$ cat src/rtl/lbist_seq_pkg.sv
// lbist_seq_pkg: shared state and status encodings for the LBIST sequencer.
package lbist_seq_pkg;

    typedef enum logic [2:0] {
        S_IDLE,
        S_RST_TEST,
        S_BIST_RUN,
        S_BIST_EVAL,
        S_RST_FUNC,
        S_FUNC_RUN,
        S_DONE
    } lbist_state_e;

    typedef enum logic [2:0] {
        ST_NONE         = 3'd0,
        ST_PASS         = 3'd1,
        ST_BIST_FAIL    = 3'd2,
        ST_BIST_TIMEOUT = 3'd3,
        ST_EXIT_FAIL    = 3'd4,
        ST_FUNC_TIMEOUT = 3'd5
    } lbist_status_e;

endpackage

$ cat src/rtl/lbist_phase_cnt.sv
// lbist_phase_cnt: phase cycle counter with synchronous clear and terminal-count compare.
module lbist_phase_cnt #(
    parameter int CNT_W = 32
) (
    input  logic             clk_i,
    input  logic             rst_ni,
    input  logic             clr_i,
    input  logic             en_i,
    input  logic [CNT_W-1:0] tc_val_i,
    output logic             tc_o
);

    logic [CNT_W-1:0] cnt;

    always_ff @(posedge clk_i or negedge rst_ni) begin
        if (!rst_ni)
            cnt <= '0;
        else if (clr_i)
            cnt <= '0;
        else if (en_i)
            cnt <= cnt + CNT_W'(1);
    end

    assign tc_o = cnt == tc_val_i;

endmodule

$ cat src/rtl/lbist_sequencer.sv
// lbist_sequencer: drives the RI5CY LBIST wrapper through reset, BIST, verdict and
// optional functional boot, exposing a sticky pass flag, status code and exit value.
module lbist_sequencer
    import lbist_seq_pkg::*;
#(
    parameter int RESET_CYCLES = 16,
    parameter int BIST_TIMEOUT = 200000,
    parameter int FUNC_TIMEOUT = 1000000,
    parameter int CNT_W        = 32
) (
    input  logic        clk_i,
    input  logic        rst_ni,
    input  logic        start_i,
    input  logic        run_func_i,
    input  logic        test_over_i,
    input  logic        go_nogo_i,
    input  logic        exit_valid_i,
    input  logic [31:0] exit_value_i,
    output logic        core_rst_no,
    output logic        test_mode_o,
    output logic        test_mode_tp_o,
    output logic        normal_test_o,
    output logic        clock_en_o,
    output logic        fetch_enable_o,
    output logic        busy_o,
    output logic        done_o,
    output logic        pass_o,
    output logic [2:0]  status_o,
    output logic [31:0] exit_value_o
);

    localparam longint MAX_P = longint'(RESET_CYCLES > BIST_TIMEOUT ?
        (RESET_CYCLES > FUNC_TIMEOUT ? RESET_CYCLES : FUNC_TIMEOUT) :
        (BIST_TIMEOUT > FUNC_TIMEOUT ? BIST_TIMEOUT : FUNC_TIMEOUT));

    if (RESET_CYCLES < 1 || BIST_TIMEOUT < 1 || FUNC_TIMEOUT < 1 ||
        (CNT_W < 63 && ((MAX_P - 1) >> CNT_W) != 0)) begin : g_param_chk
        $error("lbist_sequencer: phase lengths must be >=1 and fit in CNT_W bits");
    end

    localparam logic [CNT_W-1:0] RST_TC  = CNT_W'(RESET_CYCLES - 1);
    localparam logic [CNT_W-1:0] BIST_TC = CNT_W'(BIST_TIMEOUT - 1);
    localparam logic [CNT_W-1:0] FUNC_TC = CNT_W'(FUNC_TIMEOUT - 1);

    lbist_state_e  state, state_d;
    lbist_status_e status, status_d;
    logic          pass_d, run_func, run_func_d, tc;
    logic [31:0]   exit_d;

    lbist_phase_cnt #(.CNT_W(CNT_W)) u_cnt (
        .clk_i    (clk_i),
        .rst_ni   (rst_ni),
        .clr_i    (state_d != state),
        .en_i     (!(state inside {S_IDLE, S_DONE})),
        .tc_val_i (state inside {S_RST_TEST, S_RST_FUNC} ? RST_TC :
                   state == S_BIST_RUN ? BIST_TC : FUNC_TC),
        .tc_o     (tc)
    );

    always_comb begin
        state_d    = state;
        status_d   = status;
        pass_d     = pass_o;
        exit_d     = exit_value_o;
        run_func_d = run_func;
        case (state)
            S_IDLE, S_DONE: if (start_i) begin
                state_d    = S_RST_TEST;
                run_func_d = run_func_i;
                status_d   = ST_NONE;
                pass_d     = 1'b0;
                exit_d     = '0;
            end
            S_RST_TEST: if (tc) state_d = S_BIST_RUN;
            S_BIST_RUN: if (test_over_i) begin
                state_d = S_BIST_EVAL;
            end else if (tc) begin
                state_d  = S_DONE;
                status_d = ST_BIST_TIMEOUT;
            end
            S_BIST_EVAL: begin
                state_d  = go_nogo_i && run_func ? S_RST_FUNC : S_DONE;
                status_d = !go_nogo_i ? ST_BIST_FAIL : run_func ? ST_NONE : ST_PASS;
                pass_d   = go_nogo_i && !run_func;
            end
            S_RST_FUNC: if (tc) state_d = S_FUNC_RUN;
            S_FUNC_RUN: if (exit_valid_i) begin
                state_d  = S_DONE;
                exit_d   = exit_value_i;
                status_d = exit_value_i == '0 ? ST_PASS : ST_EXIT_FAIL;
                pass_d   = exit_value_i == '0;
            end else if (tc) begin
                state_d  = S_DONE;
                status_d = ST_FUNC_TIMEOUT;
            end
            default: state_d = S_IDLE;
        endcase
    end

    // Controls are decoded from the next state so each one changes on the first cycle of its state.
    always_ff @(posedge clk_i or negedge rst_ni) begin
        if (!rst_ni) begin
            state          <= S_IDLE;
            status         <= ST_NONE;
            pass_o         <= 1'b0;
            exit_value_o   <= '0;
            run_func       <= 1'b0;
            core_rst_no    <= 1'b0;
            test_mode_o    <= 1'b0;
            test_mode_tp_o <= 1'b0;
            normal_test_o  <= 1'b0;
            clock_en_o     <= 1'b0;
            fetch_enable_o <= 1'b0;
            busy_o         <= 1'b0;
            done_o         <= 1'b0;
        end else begin
            state          <= state_d;
            status         <= status_d;
            pass_o         <= pass_d;
            exit_value_o   <= exit_d;
            run_func       <= run_func_d;
            core_rst_no    <= state_d inside {S_BIST_RUN, S_BIST_EVAL, S_FUNC_RUN};
            test_mode_o    <= state_d inside {S_RST_TEST, S_BIST_RUN, S_BIST_EVAL};
            test_mode_tp_o <= state_d inside {S_RST_TEST, S_BIST_RUN, S_BIST_EVAL};
            normal_test_o  <= state_d inside {S_RST_FUNC, S_FUNC_RUN};
            clock_en_o     <= state_d != S_IDLE;
            fetch_enable_o <= state_d == S_FUNC_RUN;
            busy_o         <= !(state_d inside {S_IDLE, S_DONE});
            done_o         <= state_d == S_DONE;
        end
    end

    assign status_o = status;

endmodule

$ cat config.mk
export PLATFORM = sky130hd
export DESIGN_NAME = lbist_sequencer
export DESIGN_NICKNAME = d
export VERILOG_FILES = /design/src/rtl/lbist_seq_pkg.sv /design/src/rtl/lbist_phase_cnt.sv /design/src/rtl/lbist_sequencer.sv
export SDC_FILE = /design/constraint.sdc
export NUM_CORES = 1
export LEC_CHECK = 0
export CAP_MARGIN = 20
export CORE_ASPECT_RATIO = 1.4
export CORE_UTILIZATION = 41
export DETAILED_ROUTE_END_ITERATION = 7
export PLACE_DENSITY = 0.65
export RECOVER_POWER = 50
export SETUP_SLACK_MARGIN = 0.05
export SYNTH_ARGS = -nofsm -noshare
export SYNTH_HDL_FRONTEND = slang
export SYNTH_HIERARCHICAL = 1
export SYNTH_SLANG_ARGS = --single-unit
$ cat constraint.sdc
create_clock -name clk_i -period 10.4 [get_ports clk_i]
set_input_delay 1.04 -clock clk_i [delete_from_list [all_inputs] [get_ports clk_i]]
set_output_delay 1.04 -clock clk_i [all_outputs]
set_load 0.01 [all_outputs]
After elaboration in Yosys (flattened, before gate mapping) --
Cells that the tools add are included.
Word-level totals: logic and storage cells 83, output and inout port bits 44, bits of input ports 39, bits in registers 79
Operators by class: muxes and demuxes 27, reduce and logical (&&, ||, !) cells 22, equal/unequal tests 20, $add $sub $neg 1
Operators by type and width (count):
- two-way mux 32 bit | 4
- case mux 32 bit (2 select lines) | 1
- two-way mux 20 bit | 2
- two-way mux 3 bit | 12
- adder 32 x 1 -> 32 bit, second input constant | 1
- equality test 32 x 20 -> 1 bit | 1
- logical NOT 32 bit | 1
- equality test 3 bit, second input constant | 6
- case mux 3 bit (6 select lines) | 1
- equality test 3 x 2 -> 1 bit, second input constant | 4
- case mux 3 bit (4 select lines) | 1
- nonzero test 3 bit | 4
- nonzero test 2 bit | 5
- inequality test 2 bit, second input constant | 4
- equality test 3 x 1 -> 1 bit, second input constant | 2
- logical NOT 3 bit | 2
- AND reduction 3 bit | 2
- AND reduction 5 bit | 1
- two-way mux 2 bit | 2
- nonzero test 4 bit | 1
- two-way mux 1 bit | 3
- inequality test 3 bit | 1
- inequality test 3 bit, second input constant | 1
- case mux 1 bit (3 select lines) | 1
- 5 further kinds | 7

Depth between registers and ports, before layout --
Gate-level depths: netlist (run 1).
depth after elaboration 10, depth in mapped cells 20, gate-level depth less buffers 15

Cells and area by module --
The synthesis (run 1) kept the hierarchy.
By module, submodules not included:
- lbist_phase_cnt | cells an instance 232, area each 2187.1 um^2, instances 1, sequential area each 800.8 um^2
- lbist_sequencer | cells an instance 179, area each 2128.3 um^2, instances 1, sequential area each 1176.1 um^2

Worst setup path after synthesis (run 1) --
No wires, ideal clock.
kind register to register, from register state[2], to register u_cnt.cnt[28], data required time 10272 ps, buffers on the path 5, cell stages (with the launch flop) 21, arrival time 3853 ps, clock period less this slack 3981 ps, setup slack 6419 ps, cell sequence dfrtp_1 buf_4 buf_2 nand2b_1 nor2_1 a21oi_1 xor2_1 nor4_1 nand4_1 nor2_1 clkbuf_2 a21oi_1 o21ai_0 a21oi_1 a31oi_1 buf_6 o2111ai_1 or3_4 buf_6 nor4_1 mux2_1
On the way: cells in the longest elaborated chain, start to end 9
RTL lines:
- from (decl) | line lbist_sequencer.sv:45 | lbist_state_e state, state_d;
- from (signal assigned) | line lbist_sequencer.sv:117 | state <= state_d;
- equality test 3 x 1 -> 1 bit, or another cell as far along | line lbist_sequencer.sv:55 | .tc_val_i (state inside {S_RST_TEST, S_RST_FUNC} ? RST_TC :
- nonzero test 2 bit / two-way mux 20 bit (equally long branches) | line lbist_sequencer.sv:55, lbist_sequencer.sv:56
- two-way mux 20 bit (*) | line lbist_sequencer.sv:55
- equality test 32 x 20 -> 1 bit (*) | line lbist_phase_cnt.sv:24 | assign tc_o = cnt == tc_val_i;
- net tc | line lbist_sequencer.sv:47 | logic pass_d, run_func, run_func_d, tc;
- two-way mux 3 bit | line lbist_sequencer.sv:77, lbist_sequencer.sv:92
- two-way mux 3 bit, on equally long branches | line lbist_sequencer.sv:87, lbist_sequencer.sv:75
- case mux 3 bit (6 select lines) (*) | line lbist_sequencer.sv:66 | case (state)
- inequality test 3 bit (*) | line lbist_sequencer.sv:53 | .clr_i (state_d != state),
- inequality test 2 x 1 -> 1 bit (no source line) / two-way mux 32 bit (equally long branches)
- to (signal assigned) | line lbist_phase_cnt.sv:21 | cnt <= cnt + CNT_W'(1);
- to (decl) | line lbist_phase_cnt.sv:13 | logic [CNT_W-1:0] cnt;
The timed path passes the listed nets; every way through them passes the cells marked *. A chain may end at the register's enable or synchronous reset.

Worst setup path in the final report (run 1) --
from register state[2], to register u_cnt.cnt[29]
The elaborated chain is that of the path after synthesis.

==> impl_metrics.env, run 1 <==
export IMPL_rsz0062_at_grt="false"
export IMPL_sw_frac_of_total_pct=35.10
export IMPL_required_ns=10.62
export IMPL_worstSetupStartpointType="register"
export IMPL_clock_root_buffer="clkbuf_16"
export IMPL_cts_tree="built"
export IMPL_ios=83
export IMPL_path_common_cell="a21oi_1"
export IMPL_gp_congestion=0.8894
export IMPL_finish_utilization_pct=55.08
export IMPL_seq_area_sq_um=1977
export IMPL_crit_slowest_cell="dfrtp_1"
export IMPL_max_freq_mhz=189.6
export IMPL_hold_viol=0
export IMPL_hold_path_class="register to register"
export IMPL_first_iter_violations=175
export IMPL_p_switching_w=0.0004927
export IMPL_clk_path_buf_depth=2
export IMPL_syn_avg_cell_area_sq_um=10.50
export IMPL_slew_headroom_pct=-61.08
export IMPL_first_global_vias=3485
export IMPL_critPathCaptureType="register"
export IMPL_grt_max_degree=80
export IMPL_async_flop_share_pct=100.0
export IMPL_finalSetupViolations=0
export IMPL_port_buffers=82
export IMPL_reg2reg_slack_ns=5.12
export IMPL_first_pass_iters=4
export IMPL_die_height_um=123.4
export IMPL_power_leakage_nw=2.456
export IMPL_num_fill_cells=908
export IMPL_synth_main_ff_cell="dfrtp_1"
export IMPL_p_per_area_nw_per_um2=253.3
export IMPL_multi_input_area_sq_um=2183
export IMPL_internal_power_w=0.0009110
export IMPL_dieArea_sq_um=10950
export IMPL_fin_crit_ns=5.276
export IMPL_syn_area_sq_um=4315
export IMPL_start_util_pct=42.89
export IMPL_rr_worst_depth=16
export IMPL_cts_resized=0
export IMPL_clk_pin_slew_ns=0.06
export IMPL_grt_pass1_wl_um=17110
export IMPL_violations="capacitance limit, slew limit"
export IMPL_vias_per_cell=5.469
export IMPL_status="finished with violations"
export IMPL_ys_warn_count=6
export IMPL_holdPathStages=1
export IMPL_ant_nets=0
export IMPL_tightest_slew_ns=2.416
export IMPL_synth_edf_count=0
export IMPL_grt_overflow=0
export IMPL_crit_family="simple AND/OR/NAND/NOR gates"
export IMPL_die_x_um=88.71
export IMPL_core_sq_um=10060
export IMPL_num_vias=3478
export IMPL_clock_sinks=79
export IMPL_diodes=0
export IMPL_clockPowerShare_pct=26.1
export IMPL_seqPwrFrac_pct=33.9
export IMPL_grt_use_total_pct=20.61
export IMPL_reg2reg_from="state[2]"
export IMPL_ys_ff_latch=79
export IMPL_clock_latency_ns=0.34
export IMPL_holdPathEnd="status_o[1]"
export IMPL_max_stage_delay_ns=0.70
export IMPL_drive_gt1_share_pct=10.38
export IMPL_dp_hpwl_um=7487
export IMPL_irDropWorstVdd_v=0.0001640
export IMPL_nNetsFinal=536
export IMPL_h_tree_depth=3
export IMPL_yosysSeqAreaShare_pct=45.81
export IMPL_area_delta_synth_final_pct=28.41
export IMPL_cap_viol_max_count=2
export IMPL_post_cts_setup_buffers=0
export IMPL_wirelength_um=10350
export IMPL_holdCritStartpoint="status_o[1]"
export IMPL_cts_buffers=9
export IMPL_cp_max_fo=45
export IMPL_crit_type="register to register"
export IMPL_cp_cell_sequence="nand2b_1 -> nor2_1 -> a21oi_1 -> xor2_1 -> nor4_1 -> nand4_1 -> nor2_1 -> a21oi_1 -> o21ai_0 -> a21oi_1 -> a31oi_4 -> buf_4 -> o2111ai_1 -> or3_1 -> nor4_1 -> mux2_2"
export IMPL_finalCritPeriodShare_pct=50.73
export IMPL_num_rows=43
export IMPL_cp_buffers_inverters=1
export IMPL_ctsHoldBuffers=0
export IMPL_syn_instance_count=411
export IMPL_power_frac_comb_pct=40.0
export IMPL_tns_ns=0
export IMPL_arrival_ns=5.49
export IMPL_remaining_drc_errors=0
export IMPL_avgRoutedWirePerCell_um=16.28
export IMPL_fin_skew_ns=0.007228
export IMPL_antenna_found_initial=0
export IMPL_ys_types=59
export IMPL_final_max_slew_viol_count=82
export IMPL_r2r_end="u_cnt/cnt[29]"
-- layout by cell type (no fill, tap or decap), types with 4 or more instances in the layout --
cell type | netlist | layout
dfrtp_1 | 79 | 79
xnor2_1 | 5 | 5
clkbuf_16 | 0 | 9
a22o_1 | 32 | 32
mux2_1 | 4 | 4
o31ai_1 | 5 | 5
a21oi_1 | 17 | 17
nor3_1 | 5 | 5
or3_1 | 6 | 6
nor2_1 | 28 | 27
inv_1 | 9 | 9
nand3_1 | 10 | 10
dlygate4sd3_1 | 0 | 22
nand4_1 | 10 | 10
nor4_2 | 5 | 5
or4_1 | 4 | 4
clkdlybuf4s50_1 | 0 | 59
mux2_2 | 10 | 10
or2_2 | 4 | 4
o21ai_0 | 9 | 9
nor4_1 | 21 | 21
conb_1 | 2 | 21
nand2_1 | 16 | 16
xor2_1 | 37 | 37
nor2b_1 | 14 | 14
-- routing by layer --
layer | part of all wire (%) | vias to the layer above | GRT usage, % | wire length (um)
li1 | - | 1665 | - | -
met1 | 41 | 1702 | 24.30 | 4209
met2 | 52 | 95 | 35.19 | 5394
met3 | 5.5 | 16 | 5.808 | 567
met4 | 1.8 | 0 | 7.863 | 182
met5 | 0 | - | 0 | 0
-- cells in the mapped netlist, types with 5 or more instances --
master	number	area, sq um
nor4_1	21	131.4
buf_6	5	56.30
o31ai_1	5	37.54
nor4_2	5	62.56
a21oi_1	17	85.08
mux2_2	10	112.6
buf_4	5	37.54
nand3_1	10	50.05
clkbuf_1	7	26.28
inv_1	9	33.78
nand2_1	16	60.06
xnor2_1	5	43.79
nor3_1	5	25.02
or3_1	6	37.54
a22o_1	32	280.3
xor2_1	37	324.1
nand4_1	10	62.56
nor2b_1	14	87.58
buf_2	5	25.02
o21ai_0	9	45.04
nor2_1	28	105.1
dfrtp_1	79	1977
-- how the worst max path moves through the flow --
stage          cells past startpoint  slack, ns            end  startpoint
6_report                          16       5.12  u_cnt/cnt[29]    state[2]
5_1_grt                           16       4.71  u_cnt/cnt[29]    state[2]
3_5_place_dp                      16       5.22  u_cnt/cnt[29]    state[2]
3_3_place_gp                      16       5.52  u_cnt/cnt[29]    state[2]
4_1_cts                           16       5.17  u_cnt/cnt[29]    state[2]
2_1_floorplan                     20       6.42  u_cnt/cnt[28]    state[2]
-- worst reg2reg max path: cells and delay by family (launching register included) --
kind / cells / cell delay, ns
compound gates: 6 / 1.41
xor+xnor: 1 / 0.13
buf+inv: 1 / 0.41
flops: 1 / 0.70
mux: 1 / 0.38
simple gates: 7 / 2.12
-- cells by family after synthesis --
kind of cell             Yosys count  synth area share [%]
adder cells (fa/ha/maj)            1                0.2899
flip-flops                        79                 45.81
XOR/XNOR                          42                 8.524
buffers and inverters             39                 5.654
AND/OR/NAND/NOR                  144                 20.24
multiplexers                      17                 4.349
other                              2                0.1740
AO/OA/AOI/OAI                     87                 14.96
-- power groups by stage --
stage	Sequential (W)	Combinational (W)	Clock, W
2_1_floorplan	0.000484	0.000352	0
3_5_place_dp	0.000478	0.000582	0
4_1_cts	0.000478	0.000581	0.000374
6_report	0.000476	0.000561	0.000366
5_1_grt	0.000490	0.000612	0.000388
3_3_place_gp	0.000479	0.000568	0
-- per-stage QoR --
| stage | hold WS (ns) | cell area [sq um] | worst slack [ns] | total power [W] | std cells |
|---|---|---|---|---|---|
| 3_5_place_dp | 0.4795 | 5196 | 5.217 | 0.001059 | 619 |
| 2_1_floorplan | 0.4730 | 4387 | 6.419 | 0.0008362 | 430 |
| 5_1_grt | 0.5127 | 5542 | 4.714 | 0.001490 | 636 |
| 6_report | 0.4857 | 5542 | 5.124 | 0.001404 | 636 |
| 4_1_cts | 0.4873 | 5542 | 5.168 | 0.001434 | 635 |
| 3_3_place_gp | 0.4731 | 5196 | 5.524 | 0.001047 | 619 |
-- state kept, by name (all words and copies together) (netlist names), 3 cells and up --
signal / cells
exit_value_o: 32
u_cnt/cnt: 32
state: 3
status_o: 3
-- area by class of cell --
class                      count  area share (%)
tap                          135           3.048
inverter                       9          0.6096
clock inverter                 6           2.100
sequential                    79           35.67
multi-input combinational    312           39.40
clock buffer                  10           4.132
timing repair buffer          85           15.04
Note: power is estimated with default switching activity, not from simulation.
==> run 2: changes to the inputs <==
- PLACE_DENSITY: 0.65 -> 0.68
- clock period: 10.4 -> 4.3 ns (I/O delays scaled with it)
==> run 2 against run 1 <==
Effect of this change: the flow still finishes with violations (capacitance limit, slew limit); clock-buffer cell count rose by 4; design area is 0.54% higher; first-iteration DRC count decreased by 26%; clock skew is 0.0023 ns lower; worst setup slack got worse by 4.7 ns.
==> impl_metrics.env, run 2 (synthesis gave the netlist of run 1 again) <==
export IMPL_rr_worst_depth=14
export IMPL_cp_max_fo=13
export IMPL_vias_per_cell=5.438
export IMPL_worstSetupStartpointType="register"
export IMPL_gp_congestion=0.9078
export IMPL_rsz0062_at_grt="false"
export IMPL_clock_sinks=79
export IMPL_required_ns=4.52
export IMPL_finalSetupViolations=0
export IMPL_first_global_vias=3682
export IMPL_core_sq_um=10060
export IMPL_cts_buffers=9
export IMPL_ant_nets=0
export IMPL_clk_path_buf_depth=2
export IMPL_fin_crit_ns=3.861
export IMPL_final_cell_mix="dfrtp_1, clkdlybuf4s50_1, xor2_1"
export IMPL_crit_type="register to register"
export IMPL_power_leakage_nw=2.479
export IMPL_clock_latency_ns=0.34
export IMPL_fin_skew_ns=0.004901
export IMPL_port_buffers=82
export IMPL_cap_viol_max_count=1
export IMPL_dp_hpwl_um=7782
export IMPL_tightest_slew_ns=1.823
export IMPL_status="finished with violations"
export IMPL_dieArea_sq_um=10950
export IMPL_first_iter_violations=129
export IMPL_reg_top3="exit_value_o: 32 flops, u_cnt/cnt: 32 flops"
export IMPL_violations="capacitance limit, slew limit"
export IMPL_first_pass_iters=4
export IMPL_die_height_um=123.4
export IMPL_hold_viol=0
export IMPL_fin_ws_ns=0.4390
export IMPL_grt_max_degree=80
export IMPL_finalCritPeriodShare_pct=89.79
export IMPL_grt_overflow=0
export IMPL_reg2reg_slack_ns=0.44
export IMPL_arrival_ns=4.08
export IMPL_grt_pass1_wl_um=17750
export IMPL_irDropWorstVdd_v=0.0003244
export IMPL_max_freq_mhz=259.0
export IMPL_nNetsFinal=544
export IMPL_die_x_um=88.71
export IMPL_cts_tree="built"
export IMPL_drive_gt1_share_pct=11.98
export IMPL_hold_path_class="input port to asynchronous set/reset pin"
export IMPL_start_util_pct=42.89
export IMPL_area_delta_synth_final_pct=29.11
export IMPL_num_rows=43
export IMPL_num_vias=3502
export IMPL_slew_headroom_pct=-21.53
export IMPL_ios=83
export IMPL_clk_pin_slew_ns=0.06
export IMPL_p_per_area_nw_per_um2=601.1
export IMPL_preCtsSetupSlack_ns=0.1722
export IMPL_antenna_found_initial=0
export IMPL_grt_use_total_pct=21.37
export IMPL_final_max_slew_viol_count=76
export IMPL_critPathCaptureType="register"
export IMPL_avgRoutedWirePerCell_um=16.55
export IMPL_num_fill_cells=901
export IMPL_diodes=0
export IMPL_wirelength_um=10660
export IMPL_remaining_drc_errors=0
export IMPL_tns_ns=0
export IMPL_final_common_cell="dfrtp_1"
export IMPL_h_tree_depth=3
export IMPL_clock_root_buffer="clkbuf_16"
-- run 2: changes by cell type in the layout (fill, tap and decap cells not counted), sizes merged --
| cell | delta |
|---|---|
| clkbuf | +4 |
| dlygate4sd3 | +1 |
| clkinv | -1 |
| buf | +7 |
| bufinv | -2 |
| inv | -1 |
-- run 2: timing repair --
action,4_1_cts,5_1_grt
hold buffers,0,1
setup endpoints to repair,0,19
setup buffers,0,0
resized for setup,0,3
hold endpoints to repair,0,4
-- run 2: stage by stage --
| stage | instance area (sq um) | power (W) | std cells | hold slack, ns | utilization (%) |
|---|---|---|---|---|---|
| floorplan | 4387 | 0.002022 | 430 | 0.1344 | - |
| global placement | 5249 | 0.002587 | 626 | 0.4747 | 52.17 |
| detailed placement | 5249 | 0.002619 | 626 | 0.4815 | 52.17 |
| CTS | 5552 | 0.003417 | 642 | 0.2957 | 55.18 |
| global route | 5572 | 0.003568 | 644 | 0.4988 | 55.38 |
| finish | 5572 | 0.003349 | 644 | 0.4628 | 55.38 |
-- run 2: per-layer routing --
layer  wire length (um)  vias to the layer above  GRT usage (%)
met5                  0                        -              0
met4                299                        0          9.980
met3                571                       25          5.207
met2               5654                      114          36.73
met1               4131                     1700          24.73
li1                   -                     1663              -
-- run 2: path summary, 6_finish.rpt --
| path | endpoint | start |
|---|---|---|
| worst max-delay path | u_cnt/cnt[28] | state[2] |
| worst min-delay path | u_cnt/cnt[29] | rst_ni |
| worst max register to register | u_cnt/cnt[28] | state[2] |
| worst min register to register | exit_value_o[27] | exit_value_o[27] |
| max in group asynchronous | exit_value_o[11] | rst_ni |
| min in group clk_i | exit_value_o[27] | exit_value_o[27] |
-- run 2: report_power, final --
| part | switching, W | leakage (nW) | internal, W |
|---|---|---|---|
| Sequential | 0.000143 | 1.06 | 0.000963 |
| Combinational | 0.000758 | 1.27 | 0.000711 |
| Clock | 0.000291 | 0.147 | 0.000483 |
-- run 2: layout make-up --
class | count | area [sq um] | share of cell area, %
clock buffers | 14 | 264.0 | 4.738
clock inverters | 2 | 38.79 | 0.6962
inverters | 9 | 33.78 | 0.6063
multi-input cells | 312 | 2192 | 39.34
flip-flops and latches | 79 | 1977 | 35.48
well taps | 135 | 168.9 | 3.032
repair buffers | 93 | 897.1 | 16.10
-- run 2: worst max-delay path, stage by stage, from the launching register on --
cell and delay, ns:
dfrtp_1 0.41, xor2_1 0.24, nand2_1 0.20, xor2_1 0.19
nor4_1 0.35, nand4_1 0.16, nor2_2 0.32, a21oi_1 0.10
o21ai_0 0.09, a21oi_1 0.09, a31oi_4 0.19, o2111ai_1 0.20
or3_4 0.51, nor4_1 0.34, mux2_1 0.35
==> run 3: changes to the inputs <==
- SLEW_MARGIN: unset -> 20
==> run 3 against run 2 <==
Effect of this change: the flow still finishes with violations (capacitance limit, slew limit); flip-flop and latch count stayed put; critical path depth is the same; design area about the same; combinational power barely moved; sequential share of layout area about the same; power about the same; hold slack worse by 0.058 ns; core utilization about the same; first-iteration DRC count grew 3.9%; maximum frequency about the same; sequential power barely moved; largest cell class unchanged; critical path type unchanged; worst setup slack lost 0.0011 ns.
==> impl_metrics.env, run 3 (synthesis gave the netlist of run 1 again) <==
export IMPL_cp_startpoint="state[2]"
export IMPL_ant_nets=0
export IMPL_reg2reg_slack_ns=0.44
export IMPL_met2_length_um=5607
export IMPL_cap_viol_max_count=1
export IMPL_final_cell_mix="dfrtp_1, clkdlybuf4s50_1, xor2_1"
export IMPL_hold_path_class="input port to asynchronous set/reset pin"
export IMPL_power_leakage_nw=2.483
export IMPL_clock_root_buffer="clkbuf_16"
export IMPL_dieArea_sq_um=10950
export IMPL_fin_ws_ns=0.4379
export IMPL_vias_per_cell=5.434
export IMPL_ios=83
export IMPL_reg_top3="exit_value_o: 32 flops, u_cnt/cnt: 32 flops"
export IMPL_grt_use_total_pct=21.37
export IMPL_final_max_slew_viol_count=54
export IMPL_p_per_area_nw_per_um2=601.3
export IMPL_drive_gt1_share_pct=11.81
export IMPL_fin_crit_ns=3.862
export IMPL_clock_latency_ns=0.34
export IMPL_worstSetupStartpointType="register"
export IMPL_port_buffers=82
export IMPL_rsz0062_at_grt="false"
export IMPL_tns_ns=0
export IMPL_core_sq_um=10060
export IMPL_met3_length_um=573
export IMPL_post_cts_setup_buffers=0
export IMPL_num_rows=43
export IMPL_gp_congestion=0.9078
export IMPL_first_iter_violations=134
export IMPL_wl_met1_um=4142
export IMPL_h_tree_depth=3
export IMPL_max_freq_mhz=258.9
export IMPL_avgRoutedWirePerCell_um=16.52
export IMPL_grt_overflow=0
export IMPL_grt_pass1_wl_um=17750
export IMPL_first_global_vias=3682
export IMPL_grt_max_degree=80
export IMPL_fin_skew_ns=0.004864
export IMPL_cts_resized=0
export IMPL_status="finished with violations"
export IMPL_die_height_um=123.4
export IMPL_first_pass_iters=4
export IMPL_critPathCaptureType="register"
export IMPL_violations="capacitance limit, slew limit"
export IMPL_final_common_cell="dfrtp_1"
export IMPL_slew_headroom_pct=-55.41
export IMPL_crit_type="register to register"
export IMPL_hold_viol=0
export IMPL_cp_max_fo=13
export IMPL_clk_pin_slew_ns=0.06
export IMPL_finalCritPeriodShare_pct=89.82
export IMPL_antenna_found_initial=0
export IMPL_irDropWorstVdd_v=0.0003255
export IMPL_dp_hpwl_um=7782
export IMPL_remaining_drc_errors=0
export IMPL_tightest_slew_ns=2.331
export IMPL_clk_path_buf_depth=2
export IMPL_nNetsFinal=543
export IMPL_num_vias=3494
export IMPL_arrival_ns=4.08
export IMPL_diodes=0
export IMPL_finalSetupViolations=0
export IMPL_ctsHoldBuffers=0
export IMPL_cts_buffers=9
export IMPL_clock_sinks=79
export IMPL_required_ns=4.52
export IMPL_die_x_um=88.71
export IMPL_start_util_pct=42.89
export IMPL_preCtsSetupSlack_ns=0.1722
export IMPL_reg2reg_from="state[2]"
export IMPL_cts_tree="built"
export IMPL_wirelength_um=10620
export IMPL_area_delta_synth_final_pct=29.05
export IMPL_highest_layer="met4"
run 3: changes by cell type in the layout (fill, tap and decap cells not counted), sizes merged:
| cell | delta |
|---|---|
| clkbuf | -1 |
| dlygate4sd3 | -1 |
| dlymetal6s4s | +1 |
run 3: through the flow:
step | util (%) | cells | hold WS, ns | power, W | instance area, sq um
CTS | 55.18 | 642 | 0.2957 | 0.003417 | 5552
finish | 55.35 | 643 | 0.4052 | 0.003349 | 5569
floorplan | - | 430 | 0.1344 | 0.002022 | 4387
detailed placement | 52.17 | 626 | 0.4815 | 0.002619 | 5249
global route | 55.35 | 643 | 0.5120 | 0.003567 | 5569
global placement | 52.17 | 626 | 0.4747 | 0.002587 | 5249
run 3: path summary, 6_finish.rpt:
check | endpoint | cells after the start
max | u_cnt/cnt[28] | 14
max in group asynchronous | exit_value_o[11] | 2
min in group clk_i | exit_value_o[27] | 1
min | u_cnt/cnt[25] | 1
max reg2reg | u_cnt/cnt[28] | 14
min reg2reg | exit_value_o[27] | 1
run 3: report_power, final:
group          switching, W  internal [W]  total (W)
clock              0.000291      0.000483   0.000774
combinational      0.000758      0.000711    0.00147
sequential         0.000143      0.000963    0.00111
total               0.00119       0.00216    0.00335
run 3: area by class of cell:
cell class / count / area [sq um]
clock inverters: 2 / 38.79
well taps: 135 / 168.9
multi-input cells: 312 / 2192
repair buffers: 92 / 894.6
flip-flops and latches: 79 / 1977
inverters: 9 / 33.78
fillers: 903 / 4492
clock buffers: 14 / 264.0
run 3: per-layer routing:
metal | track usage, % | up-vias
met3 | 5.207 | 24
met4 | 9.980 | 0
li1 | - | 1659
met1 | 24.73 | 1698
met5 | 0 | -
met2 | 36.73 | 113
run 3: critical path, cell delays in order (launching register included):
cell and delay [ns]:
dfrtp_1 0.41, xor2_1 0.24, nand2_1 0.20, xor2_1 0.19, nor4_1 0.35, nand4_1 0.16
nor2_2 0.32, a21oi_1 0.10, o21ai_0 0.09, a21oi_1 0.09, a31oi_4 0.19, o2111ai_1 0.20
or3_4 0.51, nor4_1 0.34, mux2_1 0.35
